### src/rtl/mc_controller.sv
// mc_controller: multicycle RV32I control FSM with memory wait-state timeout and sticky trap.
// Optional performance counters are enabled with `define MC_CTRL_PERF_EN.
module mc_controller #(
    parameter int WAIT_MAX = 15,
    parameter int CNT_W    = 32
) (
    input  logic             clk,
    input  logic             rst_n,
    input  logic [6:0]       op,
    input  logic [2:0]       func3,
    input  logic [6:0]       func7,
    input  logic             zero,
    input  logic             lt_s,
    input  logic             lt_u,
    input  logic             mem_ready,
    output logic             mem_req,
    output logic             mem_write,
    output logic [1:0]       mem_size,
    output logic             mem_unsigned,
    output logic             pc_en,
    output logic             adr_src,
    output logic             ir_write,
    output logic             reg_write,
    output logic [1:0]       alu_src_a,
    output logic [1:0]       alu_src_b,
    output logic [3:0]       alu_op,
    output logic [1:0]       result_src,
    output logic [2:0]       imm_src,
    output logic             trap,
    output logic [1:0]       trap_cause,
    output logic [CNT_W-1:0] cycle_cnt,
    output logic [CNT_W-1:0] instret_cnt
);
    typedef enum logic [3:0] {
        S_FETCH, S_DECODE, S_EX_R, S_EX_I, S_EX_ADR, S_MEM_RD, S_MEM_WR, S_WB_ALU,
        S_WB_MEM, S_EX_BR, S_LINK, S_JUMP, S_WB_LUI, S_EX_AUIPC, S_TRAP
    } state_t;

    typedef struct packed {
        logic       mem_req;
        logic       mem_write;
        logic [1:0] mem_size;
        logic       mem_unsigned;
        logic       adr_src;
        logic       reg_write;
        logic [1:0] alu_src_a;
        logic [1:0] alu_src_b;
        logic [3:0] alu_op;
        logic [1:0] result_src;
        logic [2:0] imm_src;
        logic       jump;
    } ctl_t;

    localparam ctl_t FETCH_CTL = ctl_t'({1'b1, 1'b0, 2'b00, 1'b0, 1'b0, 1'b0, 2'b00, 2'b10,
                                         4'd0, 2'b01, 3'd0, 1'b0});
    localparam int WW = (WAIT_MAX > 1) ? $clog2(WAIT_MAX) : 1;

    state_t        r_state;
    state_t        w_next;
    ctl_t          r_ctl;
    ctl_t          w_ctl;
    logic [WW-1:0] r_wait;
    logic          r_trap;
    logic [1:0]    r_cause;
    logic [1:0]    w_cause;
    logic [3:0]    w_alu_op;
    logic          w_f7_alt;
    logic          w_alu_bad;
    logic          w_br_bad;
    logic          w_taken;
    logic          w_ld_ok;
    logic          w_st_ok;
    logic          w_mem_st;
    logic          w_timeout;
    logic          w_fetch_rdy;

    // Instruction-field qualifiers: ALU operation, legality and branch outcome
    always_comb begin
        w_f7_alt  = func7 == 7'b0100000;
        w_alu_bad = (op[5] || func3 == 3'b001 || func3 == 3'b101) && func7 != 7'd0 &&
                    !(w_f7_alt && (func3 == 3'b101 || (op[5] && func3 == 3'b000)));
        case (func3)
            3'b000:  w_alu_op = (op[5] && w_f7_alt) ? 4'd1 : 4'd0;
            3'b001:  w_alu_op = 4'd7;
            3'b010:  w_alu_op = 4'd4;
            3'b011:  w_alu_op = 4'd5;
            3'b100:  w_alu_op = 4'd6;
            3'b101:  w_alu_op = w_f7_alt ? 4'd9 : 4'd8;
            3'b110:  w_alu_op = 4'd3;
            default: w_alu_op = 4'd2;
        endcase
        w_br_bad  = func3[2:1] == 2'b01;
        w_taken   = (func3[2] ? (func3[1] ? lt_u : lt_s) : zero) ^ func3[0];
        w_ld_ok   = !(func3 == 3'b011 || func3[2:1] == 2'b11);
        w_st_ok   = !func3[2] && func3[1:0] != 2'b11;
        w_mem_st  = r_state == S_FETCH || r_state == S_MEM_RD || r_state == S_MEM_WR;
        w_timeout = (WAIT_MAX != 0) && (int'(r_wait) == WAIT_MAX - 1);
        w_cause   = w_mem_st ? 2'b10 : 2'b01;
    end

    // Next-state selection
    always_comb begin
        w_next = r_state;
        case (r_state)
            S_FETCH:    w_next = mem_ready ? S_DECODE : w_timeout ? S_TRAP : S_FETCH;
            S_DECODE: begin
                case (op)
                    7'b0110011:             w_next = S_EX_R;
                    7'b0010011:             w_next = S_EX_I;
                    7'b0000011, 7'b0100011: w_next = S_EX_ADR;
                    7'b1100011:             w_next = S_EX_BR;
                    7'b1101111, 7'b1100111: w_next = S_LINK;
                    7'b0110111:             w_next = S_WB_LUI;
                    7'b0010111:             w_next = S_EX_AUIPC;
                    default:                w_next = S_TRAP;
                endcase
            end
            S_EX_R, S_EX_I: w_next = w_alu_bad ? S_TRAP : S_WB_ALU;
            S_EX_ADR:   w_next = op[5] ? (w_st_ok ? S_MEM_WR : S_TRAP) : (w_ld_ok ? S_MEM_RD : S_TRAP);
            S_MEM_RD:   w_next = mem_ready ? S_WB_MEM : w_timeout ? S_TRAP : S_MEM_RD;
            S_MEM_WR:   w_next = mem_ready ? S_FETCH : w_timeout ? S_TRAP : S_MEM_WR;
            S_EX_BR:    w_next = w_br_bad ? S_TRAP : S_FETCH;
            S_LINK:     w_next = S_JUMP;
            S_EX_AUIPC: w_next = S_WB_ALU;
            S_TRAP:     w_next = S_TRAP;
            default:    w_next = S_FETCH;
        endcase
    end

    // Moore control word for the state being entered, registered below
    always_comb begin
        w_ctl = '0;
        case (w_next)
            S_FETCH:    w_ctl = FETCH_CTL;
            S_DECODE: begin
                w_ctl.alu_src_a = 2'b01;
                w_ctl.alu_src_b = 2'b01;
                w_ctl.imm_src   = 3'd2;
            end
            S_EX_R: begin
                w_ctl.alu_src_a = 2'b10;
                w_ctl.alu_op    = w_alu_op;
            end
            S_EX_I: begin
                w_ctl.alu_src_a = 2'b10;
                w_ctl.alu_src_b = 2'b01;
                w_ctl.alu_op    = w_alu_op;
            end
            S_EX_ADR: begin
                w_ctl.alu_src_a = 2'b10;
                w_ctl.alu_src_b = 2'b01;
                w_ctl.imm_src   = {2'b00, op[5]};
            end
            S_MEM_RD: begin
                w_ctl.mem_req      = 1'b1;
                w_ctl.adr_src      = 1'b1;
                w_ctl.mem_size     = func3[1:0];
                w_ctl.mem_unsigned = func3[2];
            end
            S_MEM_WR: begin
                w_ctl.mem_req   = 1'b1;
                w_ctl.mem_write = 1'b1;
                w_ctl.adr_src   = 1'b1;
                w_ctl.mem_size  = func3[1:0];
            end
            S_WB_ALU:   w_ctl.reg_write = 1'b1;
            S_WB_MEM: begin
                w_ctl.reg_write  = 1'b1;
                w_ctl.result_src = 2'b10;
            end
            S_EX_BR: begin
                w_ctl.alu_src_a = 2'b10;
                w_ctl.alu_op    = 4'd1;
            end
            S_LINK: begin
                w_ctl.alu_src_a  = 2'b01;
                w_ctl.alu_src_b  = 2'b10;
                w_ctl.result_src = 2'b01;
                w_ctl.reg_write  = 1'b1;
            end
            S_JUMP: begin
                w_ctl.alu_src_a  = op[3] ? 2'b01 : 2'b10;
                w_ctl.alu_src_b  = 2'b01;
                w_ctl.imm_src    = op[3] ? 3'd3 : 3'd0;
                w_ctl.result_src = 2'b01;
                w_ctl.jump       = 1'b1;
            end
            S_WB_LUI: begin
                w_ctl.imm_src    = 3'd4;
                w_ctl.result_src = 2'b11;
                w_ctl.reg_write  = 1'b1;
            end
            S_EX_AUIPC: begin
                w_ctl.alu_src_a = 2'b01;
                w_ctl.alu_src_b = 2'b01;
                w_ctl.imm_src   = 3'd4;
            end
            default:    w_ctl = '0;
        endcase
    end

    // State, registered controls, wait-state counter and sticky trap
    always_ff @(posedge clk or negedge rst_n) begin
        if (!rst_n) begin
            r_state <= S_FETCH;
            r_ctl   <= FETCH_CTL;
            r_wait  <= '0;
            r_trap  <= 1'b0;
            r_cause <= 2'b00;
        end else begin
            r_state <= w_next;
            r_ctl   <= w_ctl;
            r_wait  <= (w_next == r_state && w_mem_st) ? r_wait + 1'b1 : '0;
            if (w_next == S_TRAP && r_state != S_TRAP) begin
                r_trap  <= 1'b1;
                r_cause <= w_cause;
            end
        end
    end

    assign w_fetch_rdy  = r_state == S_FETCH && mem_ready && rst_n;
    assign mem_req      = r_ctl.mem_req & rst_n;
    assign mem_write    = r_ctl.mem_write;
    assign mem_size     = r_ctl.mem_size;
    assign mem_unsigned = r_ctl.mem_unsigned;
    assign adr_src      = r_ctl.adr_src;
    assign reg_write    = r_ctl.reg_write;
    assign alu_src_a    = r_ctl.alu_src_a;
    assign alu_src_b    = r_ctl.alu_src_b;
    assign alu_op       = r_ctl.alu_op;
    assign result_src   = r_ctl.result_src;
    assign imm_src      = r_ctl.imm_src;
    assign ir_write     = w_fetch_rdy;
    assign pc_en        = w_fetch_rdy | r_ctl.jump | (r_state == S_EX_BR && w_taken && !w_br_bad);
    assign trap         = r_trap;
    assign trap_cause   = r_cause;

`ifdef MC_CTRL_PERF_EN
    logic [CNT_W-1:0] r_cycle;
    logic [CNT_W-1:0] r_instret;

    // Cycles outside TRAP and completed instructions (each return to FETCH)
    always_ff @(posedge clk or negedge rst_n) begin
        if (!rst_n) begin
            r_cycle   <= '0;
            r_instret <= '0;
        end else begin
            if (r_state != S_TRAP)
                r_cycle <= r_cycle + 1'b1;
            if (w_next == S_FETCH && r_state != S_FETCH)
                r_instret <= r_instret + 1'b1;
        end
    end

    assign cycle_cnt   = r_cycle;
    assign instret_cnt = r_instret;
`else
    assign cycle_cnt   = '0;
    assign instret_cnt = '0;
`endif
endmodule

### config.mk
export PLATFORM = sky130hd
export DESIGN_NAME = mc_controller
export DESIGN_NICKNAME = d
export VERILOG_FILES = /design/src/rtl/mc_controller.sv
export SDC_FILE = /design/constraint.sdc
export NUM_CORES = 1
export LEC_CHECK = 0
export BUFFER_PORTS_ARGS = -buffer_cell sky130_fd_sc_hd__buf_2
export CAP_MARGIN = 0
export CORE_MARGIN = 1.5
export CORE_UTILIZATION = 44
export CTS_CLUSTER_DIAMETER = 200
export DETAILED_ROUTE_END_ITERATION = 6
export PLACE_DENSITY = 0.77
export SLEW_MARGIN = 20
export SYNTH_ARGS = -nofsm -noshare
export SYNTH_HDL_FRONTEND = slang
export SYNTH_SLANG_ARGS = --single-unit
### constraint.sdc
create_clock -name clk -period 5.3 [get_ports clk]
set_input_delay 0.53 -clock clk [delete_from_list [all_inputs] [get_ports clk]]
set_output_delay 0.53 -clock clk [all_outputs]
set_load 0.02 [all_outputs]
==> Yosys cells after proc, flatten, opt, wreduce, memory -nomap -nowiden <==
Cells that the tools add are included.
{ "word_totals": {"register_bits": 32, "input_bits": 23, "latch_bits": 0, "out_inout_bits": 89, "mem_bits_rw": 0, "mem_count": 0, "rom_bits": 0} }
{ "op_classes": {"n_reduce_logical": 38, "mul": 0, "add_sub_neg": 1, "n_shift": 0, "mux": 34, "magnitude_cmp": 0, "eq_ne": 46, "div": 0, "bitwise_logic": 4} }
{ "ops": {"columns": ["op", "count"], "rows": [
  ["one-hot mux 4 bit (7 select lines)", 2],
  ["two-way mux 4 bit", 12],
  ["equality test 4 bit (second input constant)", 11],
  ["one-hot mux 4 bit (10 select lines)", 1],
  ["equality test 4 x 3 -> 1 bit (second input constant)", 7],
  ["equality test 7 x 6 -> 1 bit (second input constant)", 4],
  ["equality test 7 bit (second input constant)", 3],
  ["equality test 4 x 2 -> 1 bit (second input constant)", 5],
  ["equality test 7 x 5 -> 1 bit (second input constant)", 2],
  ["OR reduction 2 bit", 7],
  ["logical AND 1 bit", 12],
  ["one-hot mux 2 bit (3 select lines)", 2],
  ["one-hot mux 3 bit (4 select lines)", 1],
  ["two-way mux 1 bit", 10],
  ["equality test 3 bit (second input constant)", 3],
  ["OR reduction 3 bit", 3],
  ["equality test 4 x 1 -> 1 bit (second input constant)", 2],
  ["logical NOT 4 bit", 2],
  ["two-way mux 2 bit", 4],
  ["one-hot mux 4 bit (2 select lines)", 1],
  ["OR reduction 4 bit", 2],
  ["equality test 7 x 2 -> 1 bit (second input constant)", 1],
  ["nonzero test 7 bit", 1],
  ["equality test 3 x 2 -> 1 bit (second input constant)", 2],
  ["15 further kinds", 23]
]} }

==> Longest topological paths before layout <==
{ "logic_depth": {"ltp_word": 11, "ltp_mapped": 10, "depth_no_buf": 9} }

==> Worst setup path before layout <==
No wires, ideal clock.
{ "synth_path": {"kind": "input port to flip-flop", "startpoint": "input port func7[3]", "endpoint": "register r_ctl (netlist bit alu_src_a[0])", "t_arrival_ns": 2.302, "stages": 7, "slack_ns": 2.874, "path_buffers": 0, "path_cell_list": "or4_4 -> nor3_4 -> o22ai_2 -> nor4_4 -> nor2_2 -> and3_1 -> a211o_1"} }
{ "synth_rtl": {"columns": ["element", "line", "rtl"], "rows": [
  ["start, declared", "11", "input logic [6:0] func7,"],
  ["end signal, assigned", "212", "r_ctl <= w_ctl;"],
  ["end, declared", "60", "ctl_t r_ctl;"]
]} }

==> Worst setup path after layout <==
{ "layout_path": {"startpoint": "register r_state[2]", "endpoint": "register r_cause[1] (netlist: trap_cause[1])"} }
{ "layout_via": {"elab_chain_len": 5, "word_cells_on_any_way": 19, "classes_between": "eq/ne (12); mux (2); reduce/logical (5)"} }
{ "layout_rtl": {"columns": ["element", "line", "rtl"], "rows": [
  ["start, declared", "58", "state_t r_state;"],
  ["start signal, assigned", "211", "r_state <= w_next;"],
  ["equality test 4 x 2 -> 1 bit", "104", "case (r_state)"],
  ["OR reduction 2 bit", "104", null],
  ["one-hot mux 4 bit (10 select lines)", "104", null],
  ["equality test 4 bit", "214", "if (w_next == S_TRAP && r_state != S_TRAP) begin"],
  ["logical AND 1 bit", "214", null],
  ["end signal, assigned", "216", "r_cause <= w_cause;"],
  ["end, declared", "64", "logic [1:0] r_cause;"]
]} }
Several ways; a longest one is shown, not always the timed one.
A chain may end at the register's enable or synchronous reset.

==> flow_metrics.env <==
export IMPL_dp_final_hpwl_mm=3.40
export IMPL_io_pins=112
export IMPL_root_buffer="clkbuf_8"
export IMPL_syn_inst=280
export IMPL_synth_edf_count=0
export IMPL_rsz0062_at_grt="false"
export IMPL_status="finished clean"
export IMPL_syn_area_per_cell_um2=9.04
export IMPL_worstPathCellList="nor4b_1, o21ai_0, nand4_2, nand2_1, a2111oi_4, mux2_1"
export IMPL_grt_pass1_vias=1518
export IMPL_irDropWorstVdd_mv=0.261
export IMPL_cp_top_family="simple AND/OR/NAND/NOR gates"
export IMPL_path_clk_slew_ns=0.06
export IMPL_placedCellCount=369
export IMPL_finalMaxSlewViolations=0
export IMPL_gp_congestion=0.855
export IMPL_cts_sinks=32
export IMPL_cellLeakagePower_nw=1.25
export IMPL_ctsResizeCount=0
export IMPL_multi_input_area_um2=1230
export IMPL_avgRoutedWirePerCell_um=11.7
export IMPL_timing_max_cap_violations=0
export IMPL_final_cell_area_um2=2490
export IMPL_die_w_um=78.8
export IMPL_nFillCells=564
export IMPL_relSlewSlack_pct=47.4
export IMPL_grt_pass1_wl_mm=7.20
export IMPL_preCtsSetupSlack_ns=2.34
export IMPL_ant_nets=0
export IMPL_rr_startpoint="r_state[2]$_DFF_PN0_"
export IMPL_timing_rr_end="trap_cause[1]$_DFFE_PN0P_"
export IMPL_async_flop_share_pct=100
export IMPL_cts_tree="yes"
export IMPL_grt_max_degree=35
export IMPL_drive_above_1_share_pct=24.9
export IMPL_layout_nets=329
export IMPL_grt_overflow=0
export IMPL_post_cts_buffers=0
export IMPL_finalSetupViolCount=0
export IMPL_syn_cell_area_um2=2530
export IMPL_seq_area_um2=805
export IMPL_num_antenna_cells=0
export IMPL_grtUsageTotal_pct=15.0
export IMPL_ys_types=61
export IMPL_crit_slowest_cell="nor4b_1"
export IMPL_via_count=1758
export IMPL_drcViolationCount=0
export IMPL_p_per_area_nw_per_um2=554
export IMPL_antenna_found_initial=0
export IMPL_placed_area_um2=2390
export IMPL_required_ns=5.46
export IMPL_hold_violations=0
export IMPL_synth_ff_latch_count=32
export IMPL_critPathMaxFanout=16
export IMPL_yosysSeqAreaShare_pct=31.8
export IMPL_clkLatencyLatePin_ns=0.28
export IMPL_final_cells=377
export IMPL_vias_per_cell=4.66
export IMPL_tns_ns=0
export IMPL_first_pass_iters=4
export IMPL_crit_arrival_ns=3.04
export IMPL_numPortBuffers=47
export IMPL_drt_total_wl_mm=4.42
export IMPL_critPathLaunchType="flip-flop"
export IMPL_worstMarginPinSlew_ns=0.783
export IMPL_core_area_um2=5540
export IMPL_cts_path_max_buffers=2
export IMPL_path_buf_inv=0
export IMPL_initial_core_util_pct=45.7
export IMPL_critPathKind="flip-flop to flip-flop"
export IMPL_ys_warn_count=0
export IMPL_drt_iter0_markers=82
export IMPL_skew_ns=0.00427
export IMPL_reg2reg_depth=6
export IMPL_fmax_mhz=347
export IMPL_die_h_um=78.8
export IMPL_synth_main_ff_cell="dfrtp_1"
export IMPL_holdBufCountCts=0
export IMPL_rows=27
export IMPL_cpPeakStageDelay_ns=0.70
export IMPL_numCtsBuffers=5
export IMPL_htreeDepth=2
export IMPL_fp_dieArea_um2=6210
export IMPL_end_kind="flip-flop"
export IMPL_period_needed_ns=2.88
export IMPL_whs_ns=0.293
export IMPL_syn_to_final_growth_pct=-1.43
export IMPL_hp_class="primary input to asynchronous set/reset pin"
export IMPL_r2r_slack_ns=2.42
export IMPL_post_route_period_util_pct=54.4
export IMPL_layout_setup_ws_ns=2.42
worst reg2reg max path: stages (launching register included):
cell and delay [ns]:
dfrtp_1 0.56, nor4b_1 0.70, o21ai_0 0.27, nand4_2 0.41, nand2_1 0.18, a2111oi_4 0.28
mux2_1 0.36
routing by layer:
| layer | GRT usage (%) | wire length [um] |
|---|---|---|
| met5 | 0 | 0 |
| met4 | 5.26 | 57 |
| met3 | 3.91 | 272 |
| met2 | 26.3 | 2240 |
| met1 | 17.8 | 1850 |
cells in the final DEF, fill, tap and decap left out, drive strengths merged, types with 2 or more instances in the layout:
master   count
inv          9
clkbuf       8
o2111ai      2
ha           2
and3         2
mux2i        2
nand2b       5
buf         47
o211ai       3
nand2       12
nor2b        3
nor4b        3
nor3         6
nor2        27
o21ai       10
dfrtp       29
dfstp        3
a31oi        4
a21oi        6
mux2         2
nand3b       2
o22ai        2
nand4        2
a22oi        3
o221ai       2
a2111oi      3
o41ai        2
and2b        5
or3          3
o31ai        2
xnor2        7
and2         3
xor2         3
nor3b        2
nor4         2
conb        64
nand3        3
per-stage QoR:
step / total power [mW] / util (%)
detailed placement: 1.19 / 43.2
finish: 1.38 / 45.0
floorplan: 1.15 / -
global route: 1.50 / 45.0
global placement: 1.17 / 43.2
CTS: 1.40 / 45.0
synthesized netlist by cell type (3+ instances only):
cell	instances	area share, %
a22oi_1	3	0.89
and2b_2	5	1.7
a31oi_1	4	0.99
nand2_1	12	1.8
nor2b_1	3	0.74
nand2b_1	5	1.2
nand3_1	3	0.59
o211ai_1	3	0.89
nor4b_1	3	1.0
dfstp_2	3	3.1
buf_6	5	2.2
xnor2_1	7	2.4
nor3_1	5	0.99
a21oi_1	6	1.2
buf_2	4	0.79
dfrtp_1	29	29
nor2_1	26	3.9
xor2_1	3	1.0
inv_1	8	1.2
buf_4	81	24
o21ai_0	10	2.0
final cells by class:
type | count | area share (%)
Clock buffer | 8 | 4.01
Inverter | 9 | 1.35
Multi-Input combinational cell | 209 | 49.3
Sequential cell | 32 | 32.3
Tap cell | 72 | 3.61
Timing Repair Buffer | 47 | 9.43
power by group:
group          leakage, nW  internal [mW]  switching, mW
clock network       0.0515          0.118         0.0786
registers            0.412          0.339         0.0744
logic                0.786          0.274          0.498
total                 1.25          0.731          0.651
worst max path at each step:
stage / startpoint / end / slack, ns / depth (start not counted)
finish: r_state[2]$_DFF_PN0_ / trap_cause[1]$_DFFE_PN0P_ / 2.42 / 6
global route: r_state[2]$_DFF_PN0_ / trap_cause[1]$_DFFE_PN0P_ / 2.16 / 6
CTS: r_state[2]$_DFF_PN0_ / trap_cause[1]$_DFFE_PN0P_ / 2.43 / 6
detailed placement: func7[3] / alu_src_a[0]$_DFF_PN0_ / 2.34 / 8
global placement: func7[3] / alu_src_a[0]$_DFF_PN0_ / 2.43 / 8
floorplan: func7[3] / alu_src_a[0]$_DFF_PN0_ / 2.87 / 7
flip-flops by register name (all words and copies together), names as in the netlist:
| register | flops |
|---|---|
| r_ctl | 2 |
| r_state | 4 |
| result_src | 2 |
| reg_write | 1 |
| imm_src | 3 |
| trap | 1 |
| alu_src_b | 2 |
| r_wait | 4 |
| alu_op | 4 |
| mem_unsigned | 1 |
| mem_write | 1 |
| alu_src_a | 2 |
| mem_size | 2 |
| adr_src | 1 |
| trap_cause | 2 |
cells by family after synthesis:
logic type | synth area share (%)
AND/OR/NAND/NOR | 19.2
flip-flops | 31.8
other | 0.148
multiplexers | 1.68
adder cells (fa/ha/maj) | 0.989
AO/OA/AOI/OAI | 13.8
buffers and inverters | 28.9
XOR/XNOR | 3.46
Power figures use the tool's default switching activity.
